--- src/rtl/pulse_timer.sv ---
// Tick-based countdown timer: a start pulse loads a duration, a prescaler divides
// clk into ticks, busy covers the count and done pulses once at normal expiry.
module pulse_timer #(
    parameter int CLK_DIV = 50000,
    parameter int CNT_W   = 8
) (
    input  logic             clk,
    input  logic             reset,
    input  logic             start,
    input  logic             cancel,
    input  logic [CNT_W-1:0] duration,
    output logic             busy,
    output logic             done,
    output logic [CNT_W-1:0] remaining
);

    localparam int PRE_W = (CLK_DIV > 1) ? $clog2(CLK_DIV) : 1;
    localparam logic [PRE_W-1:0] PRE_MAX = PRE_W'(CLK_DIV - 1);

    typedef enum logic [1:0] {
        S_IDLE = 2'd0,
        S_RUN  = 2'd1,
        S_DONE = 2'd2
    } state_t;

    state_t             r_state;
    state_t             w_state_next;
    logic [CNT_W-1:0]   r_remaining;
    logic [CNT_W-1:0]   w_remaining_next;
    logic [PRE_W-1:0]   r_presc;
    logic [PRE_W-1:0]   w_presc_next;
    logic               w_tick;

    assign w_tick = (r_state == S_RUN) && (r_presc == PRE_MAX);

    always_ff @(posedge clk) begin
        if (reset) begin
            r_state     <= S_IDLE;
            r_remaining <= '0;
            r_presc     <= '0;
        end else begin
            r_state     <= w_state_next;
            r_remaining <= w_remaining_next;
            r_presc     <= w_presc_next;
        end
    end

    // Prescaler defaults to cleared; only a running count lets it advance.
    always_comb begin
        w_state_next     = r_state;
        w_remaining_next = r_remaining;
        w_presc_next     = '0;
        case (r_state)
            S_IDLE: begin
                if (!cancel && start) begin
                    if (duration != '0) begin
                        w_state_next     = S_RUN;
                        w_remaining_next = duration;
                    end else begin
                        w_state_next = S_DONE;
                    end
                end
            end
            S_RUN: begin
                if (cancel) begin
                    w_state_next     = S_IDLE;
                    w_remaining_next = '0;
                end else if (w_tick) begin
                    if (r_remaining == CNT_W'(1)) begin
                        w_state_next     = S_DONE;
                        w_remaining_next = '0;
                    end else begin
                        w_remaining_next = r_remaining - CNT_W'(1);
                    end
                end else begin
                    w_presc_next = r_presc + PRE_W'(1);
                end
            end
            S_DONE: begin
                w_state_next = S_IDLE;
            end
            default: begin
                w_state_next     = S_IDLE;
                w_remaining_next = '0;
            end
        endcase
    end

    assign busy      = (r_state == S_RUN);
    assign done      = (r_state == S_DONE);
    assign remaining = r_remaining;

endmodule

--- config.mk ---
export PLATFORM = sky130hd
export DESIGN_NAME = pulse_timer
export DESIGN_NICKNAME = d
export VERILOG_FILES = /design/src/rtl/pulse_timer.sv
export SDC_FILE = /design/constraint.sdc
export NUM_CORES = 1
export LEC_CHECK = 0
export CORE_UTILIZATION = 29
export CTS_CLUSTER_DIAMETER = 80
export DETAILED_ROUTE_END_ITERATION = 10
export PLACE_DENSITY = 0.52
export SYNTH_ARGS = -nofsm -noshare
export SYNTH_HDL_FRONTEND = slang
export SYNTH_SLANG_ARGS = --single-unit
--- constraint.sdc ---
create_clock -name clk -period 2.85 [get_ports clk]
set_input_delay 0.4275 -clock clk [delete_from_list [all_inputs] [get_ports clk]]
set_output_delay 0.4275 -clock clk [all_outputs]
set_load 0.02 [all_outputs]
==> impl_results.html, run 1 <==
<table>
<tr><th>Metric</th><th>Value</th></tr>
<tr><th colspan="2">Setup path</th></tr>
<tr><td>Worst r2r path cells</td><td>6</td></tr>
<tr><td>Setup slack, reg-to-reg</td><td>about 730 ps</td></tr>
<tr><td>CP endpoint kind</td><td>flop</td></tr>
<tr><td>Setup crit start kind</td><td>primary input</td></tr>
<tr><td>CP Max Fanout</td><td>14</td></tr>
<tr><td>Required time of the worst setup path</td><td>3010 ps</td></tr>
<tr><td>Arrival @ worst endpoint</td><td>2420 ps</td></tr>
<tr><td>Path type of the worst setup path</td><td>primary input to flop</td></tr>
<tr><td>Worst flop-to-flop path startpoint</td><td>remaining[0]$_SDFFE_PP0P_</td></tr>
<tr><td>Critical R2R Capture</td><td>remaining[3]$_SDFFE_PP0P_</td></tr>
<tr><th colspan="2">Drt</th></tr>
<tr><td>Drt via density</td><td>5.28</td></tr>
<tr><td>Number of DRC violations after detailed-routing iteration 0</td><td>69</td></tr>
<tr><td>Post-route ant nets</td><td>0</td></tr>
<tr><td>First drt pass iteration count</td><td>4</td></tr>
<tr><td>Final wirelength</td><td>3270 µm</td></tr>
<tr><td>DRC Markers</td><td>0</td></tr>
<tr><td>Detailed-route wire length per cell</td><td>about 14 µm</td></tr>
<tr><td>Total number of vias</td><td>1246</td></tr>
<tr><th colspan="2">Floorplanning</th></tr>
<tr><td>Top Ports</td><td>22</td></tr>
<tr><td>Overall die area</td><td>5120 µm²</td></tr>
<tr><td>Number of placement rows</td><td>24</td></tr>
<tr><td>Core outline area</td><td>4500 µm²</td></tr>
<tr><td>Vertical extent of the die</td><td>71.6 µm</td></tr>
<tr><td>Initial Utilization</td><td>0.312</td></tr>
<tr><td>Width of the chip</td><td>71.6 µm</td></tr>
<tr><th colspan="2">Synthesis</th></tr>
<tr><td>Adder-cell share of the synthesized area</td><td>0.0267</td></tr>
<tr><td>Cells after synthesis</td><td>163</td></tr>
<tr><td>Share of synthesized area spent on multiplexers</td><td>0.0214</td></tr>
<tr><td>Post-synthesis compound-gate area fraction</td><td>0.177</td></tr>
<tr><td>Simple logic cell fraction of the synthesized area</td><td>0.282</td></tr>
<tr><td>Dominant combinational cell family by area after synthesis</td><td>simple AND/OR/NAND/NOR gates</td></tr>
<tr><td>Count of distinct cell types in the synthesized netlist</td><td>42</td></tr>
<tr><td>Share of flip-flops with an asynchronous set or reset</td><td>0</td></tr>
<tr><td>Mean Syn Cell Area</td><td>8.61 µm²</td></tr>
<tr><td>Main synth FF type</td><td>sky130_fd_sc_hd__dfxtp_1</td></tr>
<tr><td>Number of storage elements in the synthesis netlist</td><td>26</td></tr>
<tr><td>Proportion of synthesized chip area in sequential cells</td><td>0.371</td></tr>
<tr><td>Number of enable flip-flop cells after synthesis</td><td>0</td></tr>
<tr><td>Synth warn</td><td>0</td></tr>
<tr><td>Post-Synth XOR/XNOR Area</td><td>0.0811</td></tr>
<tr><td>Syn_nets</td><td>178</td></tr>
<tr><td>Mapped Area</td><td>1400 µm²</td></tr>
<tr><th colspan="2">Layout</th></tr>
<tr><td>Most common cell after layout, fill and taps aside</td><td>sky130_fd_sc_hd__dfxtp_1</td></tr>
<tr><td>Register Area</td><td>520 µm²</td></tr>
<tr><td>Share of cells above drive strength 1</td><td>0.0652</td></tr>
<tr><td>Share of the core filled with cells</td><td>0.380</td></tr>
<tr><td>Syn-to-layout area delta</td><td>21.9%</td></tr>
<tr><td>Multi-input logic area</td><td>826 µm²</td></tr>
<tr><td>Design Area, Final</td><td>roughly 1700 µm²</td></tr>
<tr><td>Diode insertion count for antenna repair</td><td>0</td></tr>
<tr><td>Most frequent cells in the layout</td><td>sky130_fd_sc_hd__dfxtp_1, sky130_fd_sc_hd__clkdlybuf4s50_1, sky130_fd_sc_hd__nor2_1</td></tr>
<tr><td>Fillers</td><td>465</td></tr>
<tr><td>Number of nets in the finished design</td><td>about 200</td></tr>
<tr><th colspan="2">Clock tree</th></tr>
<tr><td>Post-CTS Repair Setup Buffers</td><td>0</td></tr>
<tr><td>Resized Gates After CTS</td><td>0</td></tr>
<tr><td>Clock-pin slew on the worst setup and hold paths</td><td>90 ps</td></tr>
<tr><td>Skew-Pair Late Insertion Delay</td><td>about 260 ps</td></tr>
<tr><td>Cell at the root of the clock tree</td><td>sky130_fd_sc_hd__clkbuf_8</td></tr>
<tr><td>Num CTS Buffers</td><td>3</td></tr>
<tr><td>Count of hold buffers inserted by post-cts repair</td><td>0</td></tr>
<tr><td>Sink Count</td><td>26</td></tr>
<tr><td>Buffer depth of the longest clock path</td><td>2</td></tr>
<tr><td>Max H-tree Level</td><td>1</td></tr>
<tr><td>CTS tree</td><td>built</td></tr>
<tr><th colspan="2">Pwr</th></tr>
<tr><td>Highest ir drop seen on vdd</td><td>0.000168 V</td></tr>
<tr><td>Total power density per cell area</td><td>477 nW/µm²</td></tr>
<tr><td>Static leakage</td><td>between 0.0005 and 0.0006 µW</td></tr>
<tr><td>Overall power</td><td>817 µW</td></tr>
<tr><th colspan="2">STA</th></tr>
<tr><td>Max-slew violation count</td><td>0</td></tr>
<tr><td>Pin slew with the least headroom to its limit</td><td>715 ps</td></tr>
<tr><td>Final critical path time including I/O delays and setup</td><td>about 2300 ps</td></tr>
<tr><td>Worst clock skew</td><td>4.79 ps</td></tr>
<tr><td>Setup violators final</td><td>0</td></tr>
<tr><td>Setup repair after global routing missed its margin</td><td>false</td></tr>
<tr><td>Tcrit/Tclk final</td><td>0.793</td></tr>
<tr><td>Setup Total Neg Slack</td><td>0 ps</td></tr>
<tr><td>Fmax</td><td>0.442 GHz</td></tr>
<tr><td>Headroom to the max-slew limit</td><td>0.519</td></tr>
<tr><td>Final hold viol count</td><td>0</td></tr>
<tr><th colspan="2">Worst hold path</th></tr>
<tr><td>Hold Startpoint</td><td>r_presc[0]$_SDFF_PP0_</td></tr>
<tr><td>Worst hold stages</td><td>1</td></tr>
<tr><td>Hold crit path type</td><td>flop to flop</td></tr>
<tr><td>Min-Delay Endpoint</td><td>r_presc[0]$_SDFF_PP0_</td></tr>
<tr><th colspan="2">Placement</th></tr>
<tr><td>Routability Congestion</td><td>0.757</td></tr>
<tr><td>Instance area at placement</td><td>1670 µm²</td></tr>
<tr><td>Estimated wirelength of the detail-placed design</td><td>2440 µm</td></tr>
<tr><td>PortBufs</td><td>21</td></tr>
<tr><th colspan="2">GRT</th></tr>
<tr><td>Gr ovfl total</td><td>0</td></tr>
<tr><td>Largest net degree at the start of global routing</td><td>16</td></tr>
<tr><td>Number of global-route vias before repair</td><td>1226</td></tr>
<tr><td>Number of antenna violations at the first check in global routing</td><td>0</td></tr>
<tr><td>Total Routing Usage GR</td><td>0.137</td></tr>
<tr><td>Global-route wire length before repair</td><td>5610 µm</td></tr>
<tr><th colspan="2">Flow run</th></tr>
<tr><td>Maximum capacitance violations</td><td>0</td></tr>
<tr><th colspan="2">Outcome</th></tr>
<tr><td>Run status</td><td>complete, no violations</td></tr>
</table>
synthesized netlist by cell type, types with 2 or more instances:
cell type	count	share of area
sky130_fd_sc_hd__dfxtp_1	26	0.37
sky130_fd_sc_hd__nor2_1	18	0.048
sky130_fd_sc_hd__nand2_1	13	0.035
sky130_fd_sc_hd__a21oi_1	9	0.032
sky130_fd_sc_hd__nand3_1	9	0.032
sky130_fd_sc_hd__inv_1	8	0.021
sky130_fd_sc_hd__or3_1	8	0.036
sky130_fd_sc_hd__o21ai_0	7	0.025
sky130_fd_sc_hd__xor2_1	7	0.044
sky130_fd_sc_hd__xnor2_1	6	0.037
sky130_fd_sc_hd__nor4_1	5	0.022
sky130_fd_sc_hd__nand4_1	4	0.018
sky130_fd_sc_hd__a2bb2oi_1	3	0.019
sky130_fd_sc_hd__and3_1	3	0.013
sky130_fd_sc_hd__clkbuf_1	3	0.0080
sky130_fd_sc_hd__ha_1	3	0.027
sky130_fd_sc_hd__mux2i_1	3	0.021
sky130_fd_sc_hd__nor3_1	3	0.011
sky130_fd_sc_hd__o2bb2ai_1	2	0.012
cell type report:
| type | instances | share of cell area |
|---|---|---|
| sequential | 26 | 0.304 |
| multi-input combinational | 123 | 0.482 |
| timing repair buffer | 23 | 0.132 |
| inverter | 9 | 0.0197 |
| tap | 52 | 0.0380 |
| clock buffer | 3 | 0.0241 |
where the power goes:
group          internal, µW  total [µW]  switching (µW)
clock network          94.5         203             108
registers               378         404            26.1
logic                   104         210             106
layer usage:
layer / up-vias / global-route usage / wire length [µm]
met5: - / 0 / 0
met4: 0 / 0.0327 / 14
met3: 2 / 0.0225 / 143
met2: 26 / 0.236 / 1550
met1: 582 / 0.179 / 1550
li1: 636 / - / -
worst max path at each step:
stage                         startpoint                         to  slack (ps)  cells past startpoint
6_report                     duration[3]  remaining[2]$_SDFFE_PP0P_         590                      6
5_1_grt                      duration[3]  remaining[2]$_SDFFE_PP0P_         430                      6
4_1_cts                      duration[3]  remaining[2]$_SDFFE_PP0P_         610                      6
3_5_place_dp                 duration[3]  remaining[2]$_SDFFE_PP0P_         310                      6
3_3_place_gp                 duration[3]  remaining[2]$_SDFFE_PP0P_         470                      6
2_1_floorplan  remaining[0]$_SDFFE_PP0P_  remaining[3]$_SDFFE_PP0P_         880                      6
cell families after synthesis:
family,count (synthesis)
xor gates and xnor gates,13
muxes,3
DFF,26
AOI/OAI and AO/OA,32
buffers and inverters,14
adders and majority gates,3
and+or+nand+nor,72
through the flow:
stage	std cells	hold slack, ps	setup slack (ps)
after floorplan	163	418	883
after detailed placement	233	447	311
after global placement	233	432	473
after CTS	236	461	611
final	236	453	590
after global routing	236	473	432
flip-flops by register name, summed over array words and instances (netlist names):
register   cells
remaining      8
r_state        2
r_presc       16
worst max-delay path, cell delays in order:
cell                              delay (ps)
sky130_fd_sc_hd__clkdlybuf4s50_1         440
sky130_fd_sc_hd__nor4_1                  560
sky130_fd_sc_hd__a2111oi_2               160
sky130_fd_sc_hd__o2bb2ai_2               510
sky130_fd_sc_hd__mux2i_1                 270
sky130_fd_sc_hd__nor2_1                   50
Note: power is estimated with default switching activity, not from simulation.
==> inputs of run 2 (changes only) <==
- PLACE_DENSITY: 0.52 -> 0.54
- clock period: 2.85 -> 2 ns (I/O delays scaled with it)
==> impl_results.html, run 2 (synthesis gave the netlist of run 1 again) <==
<table>
<tr><th>Metric</th><th>Value</th></tr>
<tr><th colspan="2">Outcome</th></tr>
<tr><td>Run status</td><td>complete, no violations</td></tr>
<tr><th colspan="2">Placement</th></tr>
<tr><td>Estimated wirelength of the detail-placed design</td><td>2770 µm (+14%)</td></tr>
<tr><td>Routability Congestion</td><td>0.777 (+2.6%)</td></tr>
<tr><td>PortBufs</td><td>21 (unchanged)</td></tr>
<tr><td>Instance area at placement</td><td>1850 µm² (+11%)</td></tr>
<tr><th colspan="2">Pwr</th></tr>
<tr><td>Overall power</td><td>1280 µW (+56%)</td></tr>
<tr><td>Internal power</td><td>913 µW (+58%)</td></tr>
<tr><td>Sequential share of power</td><td>0.446 (-0.049)</td></tr>
<tr><td>Total power density per cell area</td><td>657 nW/µm² (+38%)</td></tr>
<tr><td>Switching part of the total power</td><td>0.285 (-0.0101)</td></tr>
<tr><td>Gate power share</td><td>0.292 (+0.035)</td></tr>
<tr><td>Part of the total power dissipated in the clock network</td><td>0.262 (+0.014)</td></tr>
<tr><td>Highest ir drop seen on vdd</td><td>0.000225 V (+34%)</td></tr>
<tr><td>Switching pwr</td><td>363 µW (+51%)</td></tr>
<tr><td>Static leakage</td><td>0.000709 µW (+24%)</td></tr>
<tr><th colspan="2">STA</th></tr>
<tr><td>Tcrit/Tclk final</td><td>0.944</td></tr>
<tr><td>Setup violators final</td><td>0 (unchanged)</td></tr>
<tr><td>Worst clock skew</td><td>3.12 ps (-1.67 ps)</td></tr>
<tr><td>Fmax</td><td>approximately 0.53 GHz</td></tr>
<tr><td>Final hold viol count</td><td>0 (unchanged)</td></tr>
<tr><td>Max-slew violation count</td><td>0 (unchanged)</td></tr>
<tr><td>Pin slew with the least headroom to its limit</td><td>515 ps (-200 ps)</td></tr>
<tr><td>Final critical path time including I/O delays and setup</td><td>1890 ps</td></tr>
<tr><td>Setup repair after global routing missed its margin</td><td>false</td></tr>
<tr><td>Headroom to the max-slew limit</td><td>0.654 (+0.135)</td></tr>
<tr><th colspan="2">Floorplanning</th></tr>
<tr><td>Overall die area</td><td>5120 µm² (unchanged)</td></tr>
<tr><td>Initial Utilization</td><td>0.312 (unchanged)</td></tr>
<tr><td>Number of placement rows</td><td>24 (unchanged)</td></tr>
<tr><td>Core outline area</td><td>4500 µm² (unchanged)</td></tr>
<tr><td>Width of the chip</td><td>71.6 µm (unchanged)</td></tr>
<tr><td>Top Ports</td><td>22 (unchanged)</td></tr>
<tr><td>Vertical extent of the die</td><td>71.6 µm (unchanged)</td></tr>
<tr><th colspan="2">Flow run</th></tr>
<tr><td>Maximum capacitance violations</td><td>0 (unchanged)</td></tr>
<tr><th colspan="2">Layout</th></tr>
<tr><td>Most frequent cells in the layout</td><td>sky130_fd_sc_hd__buf_4, sky130_fd_sc_hd__dfxtp_1, sky130_fd_sc_hd__clkdlybuf4s50_1</td></tr>
<tr><td>Share of cells above drive strength 1</td><td>0.199 (+0.134)</td></tr>
<tr><td>Number of nets in the finished design</td><td>227 (+13%)</td></tr>
<tr><td>Diode insertion count for antenna repair</td><td>0 (unchanged)</td></tr>
<tr><td>Design Area, Final</td><td>1940 µm² (+13%)</td></tr>
<tr><td>Top register by number of flip-flops</td><td>r_presc</td></tr>
<tr><td>Number of flip-flops in the largest register</td><td>16 (unchanged)</td></tr>
<tr><td>Most common cell after layout, fill and taps aside</td><td>sky130_fd_sc_hd__buf_4</td></tr>
<tr><td>Fillers</td><td>460 (-1.1%)</td></tr>
<tr><td>Syn-to-layout area delta</td><td>38.2%</td></tr>
<tr><th colspan="2">Drt</th></tr>
<tr><td>Drt via density</td><td>5.09 (-3.6%)</td></tr>
<tr><td>Total number of vias</td><td>1338 (+7.4%)</td></tr>
<tr><td>DRC Markers</td><td>0 (unchanged)</td></tr>
<tr><td>Post-route ant nets</td><td>0 (unchanged)</td></tr>
<tr><td>Final wirelength</td><td>3580 µm (+9.6%)</td></tr>
<tr><td>Detailed-route wire length per cell</td><td>13.6 µm (-1.7%)</td></tr>
<tr><td>Number of DRC violations after detailed-routing iteration 0</td><td>92 (+33%)</td></tr>
<tr><td>First drt pass iteration count</td><td>4 (unchanged)</td></tr>
<tr><th colspan="2">Setup path</th></tr>
<tr><td>CP Max Fanout</td><td>6 (-8)</td></tr>
<tr><td>CP endpoint kind</td><td>flop</td></tr>
<tr><td>Required time of the worst setup path</td><td>2200 ps (-810 ps)</td></tr>
<tr><td>Setup crit start kind</td><td>primary input</td></tr>
<tr><td>Arrival @ worst endpoint</td><td>2090 ps (-330 ps)</td></tr>
<tr><td>Path type of the worst setup path</td><td>primary input to flop</td></tr>
<tr><th colspan="2">Clock tree</th></tr>
<tr><td>Cell at the root of the clock tree</td><td>sky130_fd_sc_hd__clkbuf_8</td></tr>
<tr><td>CTS tree</td><td>built</td></tr>
<tr><td>Buffer depth of the longest clock path</td><td>2 (unchanged)</td></tr>
<tr><td>Max H-tree Level</td><td>1 (unchanged)</td></tr>
<tr><td>Sink Count</td><td>26 (unchanged)</td></tr>
<tr><td>Num CTS Buffers</td><td>3 (unchanged)</td></tr>
<tr><td>Clock-pin slew on the worst setup and hold paths</td><td>90 ps (about the same)</td></tr>
<tr><td>Skew-Pair Late Insertion Delay</td><td>260 ps (about the same)</td></tr>
<tr><th colspan="2">GRT</th></tr>
<tr><td>Largest net degree at the start of global routing</td><td>16 (unchanged)</td></tr>
<tr><td>Number of global-route vias before repair</td><td>1354 (+10%)</td></tr>
<tr><td>Total Routing Usage GR</td><td>0.149 (+0.0120)</td></tr>
<tr><td>Global-route wire length before repair</td><td>6070 µm (+8.1%)</td></tr>
<tr><td>Gr ovfl total</td><td>0 (unchanged)</td></tr>
<tr><td>Number of antenna violations at the first check in global routing</td><td>0 (unchanged)</td></tr>
<tr><th colspan="2">Worst hold path</th></tr>
<tr><td>Hold crit path type</td><td>flop to flop</td></tr>
</table>
-- run 2: changes by cell type in the layout (fill, tap and decap cells not counted) --
cell and change:
sky130_fd_sc_hd__clkbuf_8 +1, sky130_fd_sc_hd__a2111oi_2 -1, sky130_fd_sc_hd__nor4_1 -1, sky130_fd_sc_hd__inv_1 -1, sky130_fd_sc_hd__inv_2 +1, sky130_fd_sc_hd__buf_4 +26
sky130_fd_sc_hd__dfxtp_2 +1, sky130_fd_sc_hd__nor4_2 +1, sky130_fd_sc_hd__a2111oi_4 +1, sky130_fd_sc_hd__dfxtp_1 -1
-- run 2: what timing repair did --
item                                   in CTS  in global routing
endpoints found under the hold margin       0                  0
buffers inserted                            0                  2
gates resized for setup                     0                  4
hold buffers                                0                  0
setup endpoints to repair                   0                  6
-- run 2: worst paths after layout --
kind | startpoint | end | slack (ps) | cells after the start
worst min register to register | r_presc[0]$_SDFF_PP0_ | r_presc[0]$_SDFF_PP0_ | 450 | 1
worst max register to register | remaining[1]$_SDFFE_PP0P_ | remaining[2]$_SDFFE_PP0P_ | 110 | 8
worst max-delay path | duration[0] | remaining[4]$_SDFFE_PP0P_ | 110 | 8
worst min-delay path | r_presc[0]$_SDFF_PP0_ | r_presc[0]$_SDFF_PP0_ | 450 | 1
-- run 2: critical path: stages --
cell and delay [ps]:
sky130_fd_sc_hd__clkdlybuf4s50_1 490, sky130_fd_sc_hd__nor4_1 60, sky130_fd_sc_hd__buf_4 140, sky130_fd_sc_hd__a2111oi_4 350
sky130_fd_sc_hd__o2bb2ai_2 110, sky130_fd_sc_hd__buf_4 160, sky130_fd_sc_hd__or3_1 350, sky130_fd_sc_hd__a21oi_1 120
-- run 2: stage by stage --
stage / hold slack (ps) / setup slack (ps) / std cells / util / TNS (ps)
2_1_floorplan: 373 / 32.9 / 163 / - / 0
4_1_cts: 458 / 14.8 / 261 / 0.423 / 0
3_3_place_gp: 432 / -144 / 257 / 0.411 / -730
5_1_grt: 481 / 7.40 / 263 / 0.431 / 0
6_report: 453 / 111 / 263 / 0.431 / 0
3_5_place_dp: 437 / -224 / 257 / 0.411 / -1230
-- run 2: final cells by class --
type	count	area, µm²	area share
clock buffer	4	55.1	0.0284
inverter	9	33.8	0.0174
sequential	26	522	0.269
multi-input combinational	123	845	0.435
tap	52	65.1	0.0335
timing repair buffer	49	420	0.217
-- run 2: per-layer routing --
metal | GRT usage | share of wire | wire length [µm] | up-vias
met3 | 0.0211 | 0.029 | 103 | 4
met4 | 0.0458 | 0.0089 | 32 | 0
met5 | 0 | 0 | 0 | -
met1 | 0.190 | 0.48 | 1710 | 616
li1 | - | - | - | 690
met2 | 0.260 | 0.48 | 1730 | 28
-- run 2: power by group through the flow --
stage	clock, µW	combinational [µW]	sequential, µW
finish	335	372	569
global route	369	404	574
CTS	351	368	569
detailed placement	0	366	581
global placement	0	362	580
floorplan	0	179	599
==> inputs of run 3 (changes only) <==
- GPL_ROUTABILITY_DRIVEN: unset -> 1
- HOLD_SLACK_MARGIN: unset -> 0.15
==> results of run 3 <==
Final layout, timing and power as in run 2 (identical DEF).
==> edit 1: new RTL, flow settings as in run 3 <==
Register the inputs `start`, `cancel` and `duration` before use, cleared by the reset. The logic sees them one clock later.
--- a/src/rtl/pulse_timer.sv
+++ b/src/rtl/pulse_timer.sv
@@ -24,2 +24,18 @@
     } state_t;
+
+    logic start_q;
+    logic cancel_q;
+    logic [CNT_W-1:0] duration_q;
+
+    always_ff @(posedge clk) begin
+        if (reset) begin
+            start_q    <= '0;
+            cancel_q   <= '0;
+            duration_q <= '0;
+        end else begin
+            start_q    <= start;
+            cancel_q   <= cancel;
+            duration_q <= duration;
+        end
+    end
 
@@ -54,6 +70,6 @@
             S_IDLE: begin
-                if (!cancel && start) begin
-                    if (duration != '0) begin
+                if (!cancel_q && start_q) begin
+                    if (duration_q != '0) begin
                         w_state_next     = S_RUN;
-                        w_remaining_next = duration;
+                        w_remaining_next = duration_q;
                     end else begin
@@ -64,3 +80,3 @@
             S_RUN: begin
-                if (cancel) begin
+                if (cancel_q) begin
                     w_state_next     = S_IDLE;
Function: changed (Yosys sat finds a counterexample within 4 cycles, from zero or initial values and one cycle with reset high).
==> edit 1 against run 3 <==
- sequential cell count up 10
- wire length is 12% higher
- total power up 25%
- worst setup slack got worse by 0.065 ns
- area after synthesis grew 28%
- final area is 14% higher
- critical endpoint is now remaining[6]$_SDFFE_PP0P_
- largest power group unchanged
==> edit 1: results (changes against run 3) <==
Run status
  • Status: finished clean (unchanged)

Synthesis
  • Yosys reg bits: 36 (was 26)
  • Synth unique cells: 48 (was 42)
  • Mux share of post-synthesis cell area: 2.235% (was 2.139%)
  • Largest cells by area after synthesis: dfxtp_1 40%, nor2_1 5.9%, xor2_1 5.4%, nor2b_1 3.8%, a221o_1 2.8% (was dfxtp_1 37%, nor2_1 4.8%, xor2_1 4.4%, xnor2_1 3.7%, or3_1 3.6%)

Place
  • DPL Wire Length: 2.927 mm (was 2.774 mm)
  • Placed standard-cell area: 0.002133 mm2 (was 0.001851 mm2)
  • Setup WS pre-CTS: 0.05066 ns (was -0.2238 ns)

Timing
  • Worst-Margin Slew: 0.5355 ns (was 0.5153 ns)
  • Worst clock skew: 0.006378 ns (was 0.003116 ns)
  • FMAX: 511.9 MHz (was 529.4 MHz)

Layout
  • Number of non-clock buffers in the layout: 33 (was 49)
  • Clock Network Area Fraction: 3.495% (was 2.837%)
  • #MultiIn Comb: 149 (was 123)
  • Fin cells: 306 (was 263)
  • Nets@finish: 246 (was 227)

Global routing
  • First-pass GRT wire length: 6.775 mm (was 6.065 mm)
  • Largest net degree at the start of global routing: 23 (was 16)

Setup path
  • R2R cell count: 4 (was 8)
  • Slowest cell on the critical path: or4_4 (was clkdlybuf4s50_1)
  • R2R Setup Slk: 0.05 ns (was 0.11 ns)
  • Setup CP Type: flip-flop to flip-flop (was input port to flip-flop)
  • CP endpoint: remaining[6]$_SDFFE_PP0P_ (was remaining[4]$_SDFFE_PP0P_)
  • RR Startpoint: r_presc[12]$_SDFF_PP0_ (was remaining[1]$_SDFFE_PP0P_)

Power and ir drop
  • Leakage power: 0.8295 nW (was 0.7094 nW)

Clock network
  • H-tree depth: 2 (was 1)
  • Clock slew at reported path FFs: 0.07 ns (was 0.09 ns)
edit 1: layer usage:
| metal | up-vias | wire length [um] | track usage (%) |
|---|---|---|---|
| li1 | 780 | - | - |
| met1 | 734 | 1905 | 17.05 |
| met2 | 34 | 1872 | 22.97 |
| met3 | 6 | 166 | 3.750 |
| met4 | 0 | 55 | 4.821 |
| met5 | - | 0 | 0 |
edit 1: critical path, delay by kind of cell, from the launching register on:
family / cells / cell delay (ns)
AND/OR/NAND/NOR: 2 / 1.06
AO/OA/AOI/OAI: 2 / 0.46
flip-flops: 1 / 0.36
edit 1: worst min-delay path by stage:
stage | from | end | slack (ns) | cells past startpoint
after CTS | r_presc[0]$_SDFF_PP0_ | r_presc[0]$_SDFF_PP0_ | 0.47 | 1
after global routing | r_presc[0]$_SDFF_PP0_ | r_presc[0]$_SDFF_PP0_ | 0.49 | 1
final | r_presc[0]$_SDFF_PP0_ | r_presc[0]$_SDFF_PP0_ | 0.46 | 1
after floorplan | r_presc[0]$_SDFF_PP0_ | r_presc[0]$_SDFF_PP0_ | 0.43 | 1
after global placement | r_presc[0]$_SDFF_PP0_ | r_presc[0]$_SDFF_PP0_ | 0.44 | 1
after detailed placement | r_presc[0]$_SDFF_PP0_ | r_presc[0]$_SDFF_PP0_ | 0.45 | 1
edit 1: timing repair:
| item | in CTS | in global routing |
|---|---|---|
| resized for setup | 0 | 2 |
| setup buffers | 0 | 0 |
| setup endpoints to repair | 0 | 6 |
edit 1: power breakdown:
group	internal, mW	total, mW	leakage, nW	switching (mW)
clock network	0.237	0.476	0.0410	0.240
registers	0.749	0.787	0.294	0.0383
logic	0.167	0.334	0.494	0.167
total	1.15	1.60	0.829	0.445
==> edit 2: new RTL, config.mk and constraints of run 3 <==
Without the edit above. Change the parameter `CLK_DIV` from 50000 to 200000.
--- a/src/rtl/pulse_timer.sv
+++ b/src/rtl/pulse_timer.sv
@@ -3,3 +3,3 @@
 module pulse_timer #(
-    parameter int CLK_DIV = 50000,
+    parameter int CLK_DIV = 200000,
     parameter int CNT_W   = 8
Function: same outputs for any inputs over 10 cycles, from zero or initial values and one cycle with reset high; that may be too few to reach the edited logic, so the function may still have changed.
==> edit 2 against run 3 <==
- final area increased by 5.4%
- clock power fell by 8.1%
- via count increased by 6.1%
- sequential cell count rose by 2
- area after synthesis is 9.5% higher
- total power increased by 11%
- wire length fell by 0.73%
- critical path depth decreased by 3
- worst setup slack worse by 0.035 ns
- global-route usage down 1.4 points
- critical path type is now flip-flop to flip-flop
- largest cell class unchanged
==> edit 2: results (changes against run 3) <==
Run status
  • Status: finished clean (unchanged)

Timing
  • Worst clock skew: 0.006758 ns (was 0.003116 ns)
  • Worst hold slack: 0.5276 ns (was 0.4535 ns)
  • Relative slew slack: 66.62% (was 65.38%)

Layout
  • Number of flip-flops in the largest register: 18 (was 16)
  • Most flop-heavy register: r_presc (unchanged)
  • # diodes: 0 (unchanged)
  • Layout cells sized above 1: 16.74% (was 19.91%)
  • Nets@finish: 244 (was 227)

Synthesis
  • Largest cells by area after synthesis: dfxtp_1 36%, nor2_1 6.6%, xnor2_1 5.7%, xor2_1 5.1%, nand4_1 3.7% (was dfxtp_1 37%, nor2_1 4.8%, xor2_1 4.4%, xnor2_1 3.7%, or3_1 3.6%)
  • EDFF count, synth: 0 (unchanged)
  • YS warnings: 0 (unchanged)
  • Sequential-to-total area share from yosys stat: 36.45% (was 37.08%)
  • Commonest cells post-synth: 28 x dfxtp_1, 27 x nor2_1, 10 x xnor2_1 (was 26 x dfxtp_1, 18 x nor2_1, 13 x nand2_1, 9 x a21oi_1, 9 x nand3_1)
  • Synth async-reset ratio: 0% (unchanged)
  • Synth unique cells: 43 (was 42)
  • Post-Syn Nets: 199 (was 178)

Routing
  • Via density per instance: 4.781 (was 5.087)
  • # DRC: 0 (unchanged)
  • Initial DRC count: 51 (was 92)
  • Pre-antenna DRT Iters: 4 (unchanged)
  • WL final: 3.552 mm (was 3.578 mm)
  • DRT antenna net count: 0 (unchanged)

Place
  • Routability Congestion: 0.7745 (was 0.7768)
  • DPL Wire Length: 2.657 mm (was 2.774 mm)
  • Number of buffers added on ports: 21 (unchanged)
  • Placed standard-cell area: 0.001989 mm2 (was 0.001851 mm2)

Global routing
  • GRT Resource Usage Total: 13.50% (was 14.87%)
  • Vias in the first global route: 1308 (was 1354)
  • First-pass GRT wire length: 5.844 mm (was 6.065 mm)
  • Largest net degree at the start of global routing: 19 (was 16)
  • Initial antenna violation count: 0 (unchanged)

Hold path
  • Hold wc startpoint: r_presc[5]$_SDFF_PP0_ (was r_presc[0]$_SDFF_PP0_)
  • Hold EP: r_presc[5]$_SDFF_PP0_ (was r_presc[0]$_SDFF_PP0_)
  • WHS Path Cells: 2 (was 1)
  • Min-Delay Path Class: flip-flop to flip-flop (unchanged)

Setup path
  • CP max FO: 8 (was 6)
  • R2R Setup Slk: 0.08 ns (was 0.11 ns)
  • CP Data Arrival Time: 2.13 ns (was 2.09 ns)
  • R2R cell count: 5 (was 8)
  • Crit Reg-Reg Endpoint: remaining[7]$_SDFFE_PP0P_ (was remaining[2]$_SDFFE_PP0P_)
  • RR Startpoint: r_presc[14]$_SDFF_PP0_ (was remaining[1]$_SDFFE_PP0P_)

Clock network
  • Clock Tree Buf Depth: 2 (unchanged)
  • Clk root buf: clkbuf_8 (unchanged)
  • Clock slew at reported path FFs: 0.10 ns
  • TritonCTS Buffers: 3 (unchanged)
  • Worst-Skew Late Latency: 0.27 ns
  • H-tree depth: 1 (unchanged)

Power and ir drop
  • Leakage power: 0.7373 nW (was 0.7094 nW)
  • Worst vdd ir: 241.1 uV (was 224.8 uV)
## edit 2: cell count changes after synthesis, sizes merged, moves of 5 or more
cell and delta:
nor2 +9, nand2 -7, nand2b +7, a21oi -5, nand4 +5, o21ai +5, or4 +5
## edit 2: worst max path at each step
stage | from | to | slack (ns)
2_1_floorplan | r_presc[14]$_SDFF_PP0_ | remaining[5]$_SDFFE_PP0P_ | 0.08
3_3_place_gp | duration[3] | remaining[1]$_SDFFE_PP0P_ | -0.12
3_5_place_dp | duration[3] | remaining[1]$_SDFFE_PP0P_ | -0.15
4_1_cts | r_presc[14]$_SDFF_PP0_ | remaining[7]$_SDFFE_PP0P_ | 0.06
5_1_grt | duration[3] | remaining[1]$_SDFFE_PP0P_ | 0.00009
6_report | r_presc[14]$_SDFF_PP0_ | remaining[7]$_SDFFE_PP0P_ | 0.08
## edit 2: power breakdown
part	switching, mW	total (mW)	internal (mW)
combinational	0.234	0.486	0.252
sequential	0.0377	0.627	0.589
clock	0.173	0.308	0.135
total	0.445	1.42	0.976
## edit 2: through the flow
| stage | utilization, % | worst slack, ns | cells | TNS [ns] |
|---|---|---|---|---|
| 2_1_floorplan | - | 0.07856 | 184 | 0 |
| 3_3_place_gp | 38.95 | -0.1159 | 294 | -1.883 |
| 3_5_place_dp | 38.95 | -0.1537 | 294 | -2.256 |
| 4_1_cts | 39.91 | 0.05682 | 297 | 0 |
| 5_1_grt | 40.03 | 0.00009259 | 297 | 0 |
| 6_report | 40.03 | 0.07604 | 297 | 0 |
## edit 2: final cells by class
type	instances	area (um2)
clock buffer	3	41.29
timing repair buffer	46	397.9
multi-input combinational	141	923.4
sequential	28	560.5
inverter	9	33.78
tap	70	87.58
fill	539	3063
## edit 2: cell families (layout without fill, tap and decap cells)
kind of cell | Yosys count | in the layout | share of synthesized area, %
XOR/XNOR | 19 | 19 | 10.82
flip-flops | 28 | 28 | 36.45
AND/OR/NAND/NOR | 87 | 87 | 31.33
adder cells (fa/ha/maj) | 3 | 3 | 2.441
buffers and inverters | 15 | 58 | 4.394
AO/OA/AOI/OAI | 27 | 27 | 11.23
multiplexers | 5 | 5 | 3.336
## edit 2: routing by layer
layer	GRT usage, %	vias to the layer above	wire (um)
met5	0	-	0
met4	3.774	0	34
met1	17.88	653	1812
li1	-	736	-
met3	1.606	5	123
met2	23.12	26	1581
## edit 2: worst max-delay path: stages (launching register included)
cell     delay (ns)
dfxtp_1        0.32
or4b_1         0.50
or3_4          0.41
o21ai_4        0.16
and2_2         0.26
mux2i_1        0.20
## edit 2: timing repair
action | CTS | global route
hold buffers | 0 | 0
endpoints found under the setup margin | 18 | 8
pin swaps | 0 | 1
resized for setup | 1 | 1
buffers inserted | 0 | 0
